File: src/rtl/imem_arbiter.sv
// Two-port arbiter (fetch F > debug D) in front of the single-port synchronous instruction ROM.
// Optional D anti-starvation guard enabled by defining IMEM_ARB_STARVE_GUARD_EN.
module imem_arbiter #(
    parameter int unsigned AW           = 14,
    parameter int unsigned DW           = 32,
    parameter int unsigned STARVE_LIMIT = 4
) (
    input  logic          clk,
    input  logic          rst_n,
    input  logic          f_req,
    input  logic [AW-1:0] f_addr,
    output logic          f_gnt,
    output logic          f_rvalid,
    output logic [DW-1:0] f_rdata,
    input  logic          d_req,
    input  logic [AW-1:0] d_addr,
    output logic          d_gnt,
    output logic          d_rvalid,
    output logic [DW-1:0] d_rdata,
    output logic [AW-1:0] rom_addr,
    input  logic [DW-1:0] rom_dout
);

    typedef enum logic [1:0] {OwnNone, OwnF, OwnD} owner_e;

    owner_e        owner_q, owner_d;
    logic [AW-1:0] last_addr_q;
    logic [DW-1:0] f_hold_q, d_hold_q;
    logic          force_d;

`ifdef IMEM_ARB_STARVE_GUARD_EN
    // Extra headroom bit keeps the width non-zero for STARVE_LIMIT == 0.
    localparam int unsigned CW = $clog2(STARVE_LIMIT + 2);

    logic [CW-1:0] starve_q, starve_d;

    assign force_d = d_req && (starve_q == CW'(STARVE_LIMIT));

    always_comb begin
        starve_d = '0;
        if (d_req && !d_gnt) begin
            starve_d = (starve_q == CW'(STARVE_LIMIT)) ? starve_q : starve_q + 1'b1;
        end
    end

    always_ff @(posedge clk or negedge rst_n) begin
        if (!rst_n) begin
            starve_q <= '0;
        end else begin
            starve_q <= starve_d;
        end
    end
`else
    logic unused_starve_limit;
    assign unused_starve_limit = ^STARVE_LIMIT;
    assign force_d = 1'b0;
`endif

    always_comb begin
        f_gnt = 1'b0;
        d_gnt = 1'b0;
        if (rst_n) begin
            f_gnt = f_req && !force_d;
            d_gnt = d_req && (!f_req || force_d);
        end
    end

    // Without a grant the ROM address is parked on the last one issued.
    always_comb begin
        rom_addr = last_addr_q;
        owner_d  = OwnNone;
        if (f_gnt) begin
            rom_addr = f_addr;
            owner_d  = OwnF;
        end else if (d_gnt) begin
            rom_addr = d_addr;
            owner_d  = OwnD;
        end
    end

    always_comb begin
        f_rvalid = (owner_q == OwnF);
        d_rvalid = (owner_q == OwnD);
        f_rdata  = f_rvalid ? rom_dout : f_hold_q;
        d_rdata  = d_rvalid ? rom_dout : d_hold_q;
    end

    always_ff @(posedge clk or negedge rst_n) begin
        if (!rst_n) begin
            owner_q     <= OwnNone;
            last_addr_q <= '0;
            f_hold_q    <= '0;
            d_hold_q    <= '0;
        end else begin
            owner_q     <= owner_d;
            last_addr_q <= rom_addr;
            if (f_rvalid) f_hold_q <= rom_dout;
            if (d_rvalid) d_hold_q <= rom_dout;
        end
    end

endmodule
File: config.mk
export PLATFORM = sky130hd
export DESIGN_NAME = imem_arbiter
export DESIGN_NICKNAME = d
export VERILOG_FILES = /design/src/rtl/imem_arbiter.sv
export SDC_FILE = /design/constraint.sdc
export NUM_CORES = 1
export LEC_CHECK = 0
export CAP_MARGIN = 20
export CORE_ASPECT_RATIO = 0.6
export CORE_MARGIN = 10
export CORE_UTILIZATION = 30
export CTS_CLUSTER_DIAMETER = 60
export DETAILED_ROUTE_END_ITERATION = 16
export PLACE_DENSITY_LB_ADDON = 0.05
export SLEW_MARGIN = 20
export SYNTH_ARGS = -nofsm -noshare
export SYNTH_HDL_FRONTEND = slang
export SYNTH_SLANG_ARGS = --single-unit
File: constraint.sdc
create_clock -name clk -period 1.9 [get_ports clk]
set_clock_uncertainty 0.05 [all_clocks]
set_input_delay 0.285 -clock clk [delete_from_list [all_inputs] [get_ports clk]]
set_output_delay 0.285 -clock clk [all_outputs]
set_load 0.005 [all_outputs]
Word-level counts from Yosys, hierarchy flattened
Cells that the tools add are included.
{"block": "word_totals", "reg_bits": 80, "in_bits": 64, "out_inout_bits": 82}
{"block": "classes", "n_eq_ne": 2, "n_reduce_logical": 2, "muxes": 8}
{"operator": "$mux 32", "n": 2}
{"operator": "$mux 14", "n": 2}
{"operator": "$mux 2", "n": 2}
{"operator": "$eq 2x1->1 const B", "n": 1}
{"operator": "$eq 2x2->1 const B", "n": 1}
{"operator": "$mux 1", "n": 2}
{"operator": "$logic_and 1x1->1", "n": 1}
{"operator": "$logic_not 1->1", "n": 1}

Longest topological paths before layout
Gate-level depths: netlist (run 1).
{"block": "depth", "ltp_word": 5, "mapped_depth": 4}

Least setup slack after synthesis (run 1)
Ideal clock, no wire load.
{"block": "synth_timing", "path_kind": "register -> output", "start": "register owner_q[1]", "end": "output f_rdata[22]", "path_stages_with_launch": 5, "n_path_buf": 2, "slack_ns": 0.448, "t_arrival_ns": 1.117, "path_cell_list": "dfrtp_1 > nor2b_1 > buf_2 > buf_6 > mux2_2"}
{"block": "synth_via", "elab_chain_len": 2}
{"element": "from (decl)", "line_no": "26", "source": "owner_e owner_q, owner_d;"}
{"element": "from (signal assigned)", "line_no": "90", "source": "owner_q <= OwnNone;"}
{"element": "from (signal assigned)", "line_no": "95", "source": "owner_q <= owner_d;"}
{"element": "$eq 2x1->1", "line_no": "82", "source": "f_rvalid = (owner_q == OwnF);"}
{"element": "via f_rvalid", "line_no": "13", "source": "output logic f_rvalid,"}
{"element": "$mux 32"}
{"element": "to (decl)", "line_no": "14", "source": "output logic [DW-1:0] f_rdata,"}
The timed path passes the listed nets, and every way through them passes these cells.

Final worst setup path (run 1)
{"block": "layout_timing", "start": "register owner_q[1]", "end": "output f_rdata[12]"}
{"block": "layout_via", "elab_chain_len": 2}
{"element": "$eq 2x1->1", "line_no": "82"}
{"element": "$mux 32"}
No other way between the ends.

==> impl_metrics.csv, run 1 <==
group,metric,value,unit
status,status,"finished with violations",
status,violations,"setup timing",
yosys,yosysSeqAreaShare,62.2,%
clock_tree,cts_tree,"yes",
timing,finalCriticalPeriod,2.13,ns
clock_tree,cts_hold_buffers,0,
routing,wl_per_cell,18.1,um
timing,worst_pin_slew,0.630,ns
hold_path,holdCritPathClass,"in2async",
flow_run,drv_cap,0,
grt,grt_max_degree,49,
routing,drtPass1Iterations,5,
timing,final-max-slew-violation-count,0,
routing,drt_iter0_markers,143,
layout,drive_above_1_share,51.5,%
layout,final_cell_mix,"dfrtp_1 (80), buf_6 (72), mux2_4 (64), clkdlybuf4s50_1 (61), buf_4 (45)",
layout,final_cell_count_no_fill,580,
floorplanning,core,0.0105,mm2
routing,via_per_inst,4.40,
floorplanning,die_area,0.0154,mm2
floorplanning,initial_core_util,30.6,%
timing,setup_viol,58,
yosys,syn-cell-area,0.00322,mm2
grt,grt_use_total,13.9,%
placement,dp_cells,509,
yosys,yosys_warnings,0,
clock_tree,clock_latency,0.33,ns
floorplanning,die_h,100,um
timing,hold_viol_final,0,
routing,route.vias.total,2554,
yosys,yosys_register_bits,80,
critical_path,cp-start-kind,"register",
timing,fin_crit_sh,112,%
critical_path,path_class,"reg2out",
power,p_leak,0.00303,uW
timing,tns,-5.57,ns
placement,dp_hpwl,6.84,mm
grt,first_global_vias,2902,
yosys,ys_types,12,
routing,wl,10.5,mm
yosys,avgSynthCellArea,14.5,um2
critical_path,cp.required,1.56,ns
power,p_per_area,926,mW/mm2
grt,grt_pass1_wl,16.9,mm
floorplanning,io_pins,146,
grt,antenna_found_initial,0,
clock_tree,cts-root-buf,"clkbuf_16",
timing,rsz0062_at_grt,"yes",
critical_path,rr_worst_depth,10,
clock_tree,cts_buffers,9,
placement,pre_cts_ws,-0.546,ns
clock_tree,cts_max_path_buffers,2,
timing,timing.fmax,470,MHz
floorplanning,rows,29,
placement,io_buffers,145,
critical_path,cp_max_fo,4,
yosys,synthCells,222,
timing,whs,0.0635,ns
routing,route.detailed.drc,0,
floorplanning,die_w,154,um
layout,num_antenna_cells,0,
timing,setup_slack,-0.227,ns
routing,antenna_left,0,
critical_path,regToRegEndpoint,"last_addr_q[7]",
layout,final_util,57.8,%
layout,syn2layout_area_growth,88.9,%
yosys,syn-num-nets,286,
placement,globalplace.congestion,0.745,
grt,grt_overflow,0,
timing,relSlewSlack,58.0,%
layout,nets,500,
critical_path,endpoint_kind,"output port",
clock_tree,clock-sinks,80,
critical_path,arrival,1.79,ns
critical_path,reg2reg_from,"last_addr_q[7]",
power,vdd_drop_max,0.437,mV
critical_path,reg2reg_slack,0.26,ns
layout,final_common_cell,"dfrtp_1",
clock_tree,clk_pin_slew,0.06,ns
clock_tree,cts_max_level,3,
[final cells by class]
cell class	count	area, um2
fillers	856	4440
repair buffers	217	2250
flip-flops and latches	80	2000
multi-input cells	99	1250
clock buffers	12	246
well taps	139	174
inverters	29	109
clock inverters	4	52.6
[per-stage QoR]
stage / instance area (um2) / power (uW)
floorplan: 3220 / 2560
global placement: 4920 / 3490
detailed placement: 4920 / 3500
CTS: 6110 / 5680
global route: 6080 / 5960
finish: 6080 / 5630
[kinds of logic after synthesis]
| family | count (synthesis) | synth area share [%] |
|---|---|---|
| flip-flops | 80 | 62.2 |
| AO/OA/AOI/OAI | 15 | 4.51 |
| multiplexers | 64 | 22.4 |
| buffers and inverters | 43 | 7.07 |
| AND/OR/NAND/NOR | 20 | 3.89 |
[flip-flops by register name, summed over array words and instances, names as in the netlist]
register,flops
last_addr_q,14
f_hold_q,32
owner_q,2
d_hold_q,32
[worst max-delay path by stage]
stage               start      endpoint  slack, ns  depth (start not counted)
2_1_floorplan  owner_q[1]   f_rdata[22]       0.45                          4
3_3_place_gp        f_req  rom_addr[11]      -0.51                          5
3_5_place_dp        f_req  rom_addr[11]      -0.55                          5
4_1_cts        owner_q[0]   f_rdata[29]      -0.33                          8
5_1_grt        owner_q[1]   f_rdata[12]      -0.30                          7
6_report       owner_q[1]   f_rdata[12]      -0.23                          7
[cells in the mapped netlist (all sizes together)]
cell type  count  area [um2]
and2           3        18.8
clkbuf         1        3.75
o21ai          1        5.00
mux2          64         721
a222oi        14         140
buf           13         115
nor2b         16         100
dfrtp         80        2000
nand2b         1        6.26
inv           29         109
[repair_timing]
item                       CTS  global route
pin swaps                    8            15
gates cloned                 6             1
resized for setup          418            42
setup endpoints to repair   82            80
buffers inserted            49            10
[power by group]
part           switching (uW)  internal, uW  leakage, uW
Clock                     661          1060     0.000147
Sequential               80.5          2000     0.000928
Combinational             606          1220      0.00195
Total                    1350          4280      0.00303
[critical path, cell delays in order (launching register included)]
cell     delay, ns
dfrtp_1       0.43
nor2b_4       0.16
buf_12        0.12
buf_8         0.11
buf_12        0.11
buf_12        0.10
mux2_4        0.31
buf_6         0.12
[layer usage]
metal	up-vias	global-route usage, %	wire [um]	part of all wire, %
li1	1184	-	-	-
met1	1254	17.6	4830	46
met2	105	19.5	4450	42
met3	11	7.90	1070	10
met4	0	4.34	143	1.4
met5	-	0	0	0
(Power assumes the default switching activity.)
==> run 2, diff against run 1 <==
--- a/config.mk
+++ b/config.mk
@@ -6,9 +6,11 @@
 export NUM_CORES = 1
 export LEC_CHECK = 0
 export CAP_MARGIN = 20
+export CELL_PAD_IN_SITES_DETAIL_PLACEMENT = 0
+export CELL_PAD_IN_SITES_GLOBAL_PLACEMENT = 1
 export CORE_ASPECT_RATIO = 0.6
 export CORE_MARGIN = 10
-export CORE_UTILIZATION = 30
+export CORE_UTILIZATION = 32
 export CTS_CLUSTER_DIAMETER = 60
 export DETAILED_ROUTE_END_ITERATION = 16
 export PLACE_DENSITY_LB_ADDON = 0.05
==> run 2 against run 1 <==
The flow still finishes with violations (setup timing). Die area fell by 5.2%. Worst hold slack better by 0.018 ns. Clock-buffer cell count stayed put. Clock power up 13%. Critical path type unchanged. Critical path depth is 1 lower. Wire length grew 4.2%. Global-route usage up 1.3 points.
==> impl_metrics.csv, run 2 (synthesis gave the netlist of run 1 again) <==
group,metric,value,unit
status,status,"finished with violations",
status,violations,"setup timing",
timing,relSlewSlack,48.1,%
placement,dp_hpwl,6.93,mm
floorplanning,die_h,97.7,um
power,total_power,5920,uW
routing,drt_iter0_markers,140,
floorplanning,die_w,150,um
grt,grt_use_total,15.2,%
critical_path,regToRegEndpoint,"last_addr_q[3]",
critical_path,reg2reg_slack,0.15,ns
clock_tree,cts_max_path_buffers,2,
placement,pre_cts_ws,-0.568,ns
grt,use_met2,24.8,%
floorplanning,rows,28,
critical_path,arrival,1.71,ns
layout,syn2layout_area_growth,93.4,%
clock_tree,clock_latency,0.33,ns
critical_path,cp-start-kind,"register",
critical_path,cp.required,1.56,ns
timing,final-max-slew-violation-count,0,
timing,finalCriticalPeriod,2.05,ns
timing,timing.fmax,488,MHz
clock_tree,cts-root-buf,"clkbuf_16",
hold_path,holdCritPathClass,"in2async",
routing,route.vias.total,2585,
critical_path,reg2reg_from,"last_addr_q[3]",
timing,worst_pin_slew,0.779,ns
timing,setup_slack,-0.148,ns
critical_path,path_class,"reg2out",
flow_run,drv_cap,0,
floorplanning,die_area,0.0146,mm2
timing,setup_viol,65,
grt,busiest_layer,"met2",
routing,route.detailed.drc,0,
floorplanning,core,0.00984,mm2
clock_tree,cts_max_level,3,
clock_tree,cts_tree,"yes",
routing,wl,10.9,mm
layout,num_antenna_cells,0,
timing,fin_crit_sh,108,%
timing,whs,0.0811,ns
power,p_per_area,951,mW/mm2
floorplanning,io_pins,146,
power,vdd_drop_max,0.571,mV
clock_tree,clock-sinks,80,
critical_path,endpoint_kind,"output port",
placement,dp_cells,504,
placement,globalplace.congestion,0.756,
grt,grt_pass1_wl,17.3,mm
power,p_leak,0.00312,uW
timing,rsz0062_at_grt,"yes",
grt,first_global_vias,3004,
clock_tree,cts_buffers,9,
placement,io_buffers,145,
layout,final_common_cell,"buf_6",
layout,drive_above_1_share,51.6,%
layout,largestRegisters,"d_hold_q (32), f_hold_q (32), last_addr_q (14)",
grt,grt_max_degree,62,
floorplanning,initial_core_util,32.7,%
routing,drtPass1Iterations,5,
layout,final_cell_count_no_fill,585,
layout,final_cell_mix,"buf_6 (83), dfrtp_1 (80), mux2_4 (64), clkdlybuf4s50_1 (59), buf_4 (49)",
critical_path,rr_worst_depth,11,
routing,antenna_left,0,
grt,grt_overflow,0,
grt,globalRouteMet1Util,17.4,%
clock_tree,clk_pin_slew,0.05,ns
routing,wl_per_cell,18.7,um
grt,antenna_found_initial,0,
routing,via_per_inst,4.42,
grt,met3_usage,7.44,%
timing,hold_viol_final,0,
critical_path,cp_max_fo,7,
layout,nets,510,
run 2: cell types whose count changed in the layout (fill, tap and decap cells not counted), sizes merged:
cell / before / now
buf: 138 / 149
dlygate4sd2: 6 / 14
clkdlybuf4s15: 6 / 0
clkbuf: 18 / 14
bufinv: 1 / 3
clkdlybuf4s50: 61 / 59
clkinv: 2 / 0
dlymetal6s2s: 0 / 2
dlygate4sd3: 0 / 1
inv: 30 / 29
run 2: how the worst max path moves through the flow:
stage               slack, ns       start            to  cells after the start
finish                  -0.15  owner_q[1]   f_rdata[19]                      6
global route            -0.20  owner_q[1]   f_rdata[20]                      6
floorplan                0.45  owner_q[1]   f_rdata[22]                      4
CTS                     -0.25  owner_q[1]    f_rdata[5]                      7
detailed placement      -0.57       f_req  rom_addr[12]                      5
global placement        -0.50       f_req   rom_addr[2]                      5
run 2: critical path, cell delays in order (launching register included):
cell     delay [ns]
dfrtp_1        0.39
buf_6          0.13
nor2b_4        0.14
buf_6          0.15
buf_12         0.14
mux2_4         0.32
buf_6          0.12
run 2: what timing repair did:
item,in CTS,in global routing
buffers inserted,57,10
gates resized for setup,440,19
hold buffers,1,0
setup endpoints to repair,82,79
endpoints found under the hold margin,19,0
pin swaps,8,3
gates cloned,5,0
run 2: layout make-up:
type                            instances  area (um2)
Clock buffer                           12         246
Clock inverter                          3        90.1
Fill cell                             766        3620
Inverter                               29         109
Multi-Input combinational cell         99        1250
Sequential cell                        80        2000
Tap cell                              135         169
Timing Repair Buffer                  227        2360
run 2: routing by layer:
| layer | share of wire (%) | wire (um) |
|---|---|---|
| met4 | 0.73 | 80 |
| met5 | 0 | 0 |
| met1 | 41 | 4480 |
| met3 | 10 | 1140 |
| met2 | 48 | 5240 |
run 2: where the power goes:
group / leakage (uW) / switching, uW / internal [uW]
Combinational: 0.00203 / 626 / 1260
Sequential: 0.000928 / 87.1 / 2000
Clock: 0.000163 / 638 / 1310
run 2: stage by stage:
step                area, um2  utilization [%]  setup TNS (ns)
finish                   6230             63.3           -7.26
global route             6230             63.3          -10.56
CTS                      6230             63.2           -8.92
detailed placement       4890             49.6           -8.33
global placement         4890             49.6           -7.79
floorplan                3220                -               0
==> run 3, diff against run 2 <==
--- a/config.mk
+++ b/config.mk
@@ -13,7 +13,7 @@
 export CORE_UTILIZATION = 32
 export CTS_CLUSTER_DIAMETER = 60
 export DETAILED_ROUTE_END_ITERATION = 16
-export PLACE_DENSITY_LB_ADDON = 0.05
+export PLACE_DENSITY = 0.77
 export SLEW_MARGIN = 20
 export SYNTH_ARGS = -nofsm -noshare
 export SYNTH_HDL_FRONTEND = slang
==> run 3 against run 2 <==
The run still ends with setup timing left. Sequential power hardly changed. Flip-flop and latch count stayed put. Critical path depth is 1 higher. Largest cell class unchanged. Highest routed layer unchanged. Largest power group unchanged. Worst hold slack better by 0.12 ns.
==> impl_metrics.csv, run 3 (synthesis gave the netlist of run 1 again) <==
group,metric,value,unit
status,status,"finished with violations",
status,violations,"setup timing",
critical_path,cpMaxStageDelayCell,"dfrtp_2",
flow_run,drv_cap,0,
layout,final_common_cell,"dfrtp_1",
grt,first_global_vias,2880,
layout,design_area,0.00616,mm2
layout,fillCellCount,747,
routing,drt_iter0_markers,153,
timing,setup_slack,-0.204,ns
power,p_leak,0.00308,uW
power,vdd_drop_max,0.455,mV
floorplanning,core,0.00984,mm2
critical_path,regToRegEndpoint,"f_hold_q[16]",
critical_path,arrival,1.77,ns
timing,rsz0062_at_grt,"yes",
placement,io_buffers,145,
clock_tree,clock-sinks,80,
placement,dp_cells,501,
routing,drtPass1Iterations,6,
clock_tree,cts_buffers,9,
timing,hold_viol_final,0,
floorplanning,die_area,0.0146,mm2
clock_tree,cts_max_level,3,
layout,num_antenna_cells,0,
floorplanning,rows,28,
routing,wl,10.9,mm
timing,finalCriticalPeriod,2.10,ns
clock_tree,clk_pin_slew,0.06,ns
critical_path,path_class,"reg2out",
hold_path,holdCritPathClass,"in2async",
timing,setup_viol,64,
clock_tree,clock_latency,0.32,ns
timing,fin_crit_sh,111,%
timing,final-max-slew-violation-count,0,
critical_path,cp_max_fo,8,
critical_path,reg2reg_slack,0.35,ns
placement,place_area,0.00489,mm2
floorplanning,io_pins,146,
grt,antenna_found_initial,0,
critical_path,cp.required,1.56,ns
floorplanning,die_w,150,um
routing,via_per_inst,4.40,
critical_path,reg2reg_from,"owner_q[1]",
critical_path,cp-start-kind,"register",
timing,relSlewSlack,35.3,%
routing,antenna_left,0,
grt,grt_overflow,0,
clock_tree,cts_max_path_buffers,2,
routing,route.vias.total,2572,
layout,drive_above_1_share,52.9,%
power,p_per_area,916,mW/mm2
clock_tree,cts_tree,"yes",
placement,dp_hpwl,6.88,mm
layout,nets,509,
grt,grt_max_degree,78,
critical_path,crit_top_cell,"buf_6",
routing,wl_per_cell,18.6,um
floorplanning,initial_core_util,32.7,%
critical_path,endpoint_kind,"output port",
critical_path,rr_worst_depth,7,
floorplanning,die_h,97.7,um
placement,pre_cts_ws,-0.566,ns
layout,final_cell_count_no_fill,585,
clock_tree,cts-root-buf,"clkbuf_16",
layout,largestRegisters,"d_hold_q (32), f_hold_q (32), last_addr_q (14)",
grt,grt_pass1_wl,16.3,mm
critical_path,cp_slowest_stage_delay,0.43,ns
layout,final_cell_mix,"dfrtp_1 (79), buf_6 (75), mux2_4 (62), clkdlybuf4s50_1 (61), buf_4 (43)",
routing,route.detailed.drc,0,
placement,globalplace.congestion,0.784,
layout,syn2layout_area_growth,91.1,%
timing,timing.fmax,475,MHz
grt,grt_use_total,14.1,%
power,total_power,5640,uW
critical_path,crit_chain,"buf_6 -> nand2b_4 -> buf_12 -> buf_4 -> buf_6 -> mux2_4 -> buf_6",
timing,worst_pin_slew,0.971,ns
[run 3: changes by cell type in the layout (fill, tap and decap cells not counted), sizes merged, moves of 2 or more]
cell           before  now
buf               149  132
bufinv              3    1
clkbuf             14   32
clkdlybuf4s15       0    4
clkdlybuf4s50      59   61
dlygate4sd2        14    6
[run 3: layout make-up]
| type | count | area, um2 | area share [%] |
|---|---|---|---|
| sequential | 80 | 2000 | 32.5 |
| tap | 135 | 169 | 2.74 |
| inverter | 29 | 109 | 1.77 |
| multi-input combinational | 99 | 1240 | 20.2 |
| timing repair buffer | 226 | 2320 | 37.7 |
| clock inverter | 4 | 51.3 | 0.833 |
| clock buffer | 12 | 256 | 4.17 |
[run 3: worst max-delay path by stage]
stage               startpoint           to  slack [ns]  depth (start not counted)
global route        owner_q[1]   d_rdata[8]       -0.25                          7
detailed placement       f_req  rom_addr[3]       -0.57                          5
global placement         f_req  rom_addr[6]       -0.49                          5
floorplan           owner_q[1]  f_rdata[22]        0.45                          4
finish              owner_q[1]   d_rdata[8]       -0.20                          7
CTS                 owner_q[1]  f_rdata[17]       -0.32                          8
[run 3: through the flow]
stage	utilization, %	hold slack (ns)	TNS [ns]
CTS	59.0	0.236	-10.50
global route	62.5	0.282	-11.00
global placement	49.7	0.140	-7.81
floorplan	-	-0.0606	0
detailed placement	49.7	0.146	-8.90
finish	62.5	0.201	-7.15
[run 3: power breakdown]
part           internal (uW)  total [uW]  switching [uW]  leakage (uW)
clock                   1090        1760             667      0.000149
sequential              2000        2090            83.4      0.000927
combinational           1180        1790             608       0.00200
total                   4280        5640            1360       0.00308
[run 3: what timing repair did]
| item | 4_1_cts | 5_1_grt |
|---|---|---|
| hold buffers | 2 | 0 |
| pin swaps | 6 | 13 |
| setup buffers | 26 | 39 |
| cloned | 4 | 3 |
| gates resized for setup | 317 | 121 |
| endpoints found under the setup margin | 82 | 78 |
| hold endpoints to repair | 3 | 0 |
[run 3: routing by layer]
layer / global-route usage, % / wire length, um / vias up / share of wire [%]
met5: 0 / 0 / - / 0
met2: 22.1 / 4920 / 100 / 45
li1: - / - / 1206 / -
met3: 7.49 / 1150 / 10 / 11
met4: 3.16 / 102 / 0 / 0.94
met1: 16.7 / 4700 / 1256 / 43
[run 3: worst max-delay path, delay by kind of cell (launching register included)]
kind                   cells  cell delay [ns]
multiplexers               1             0.30
flip-flops                 1             0.43
AND/OR/NAND/NOR            1             0.13
buffers and inverters      5             0.58
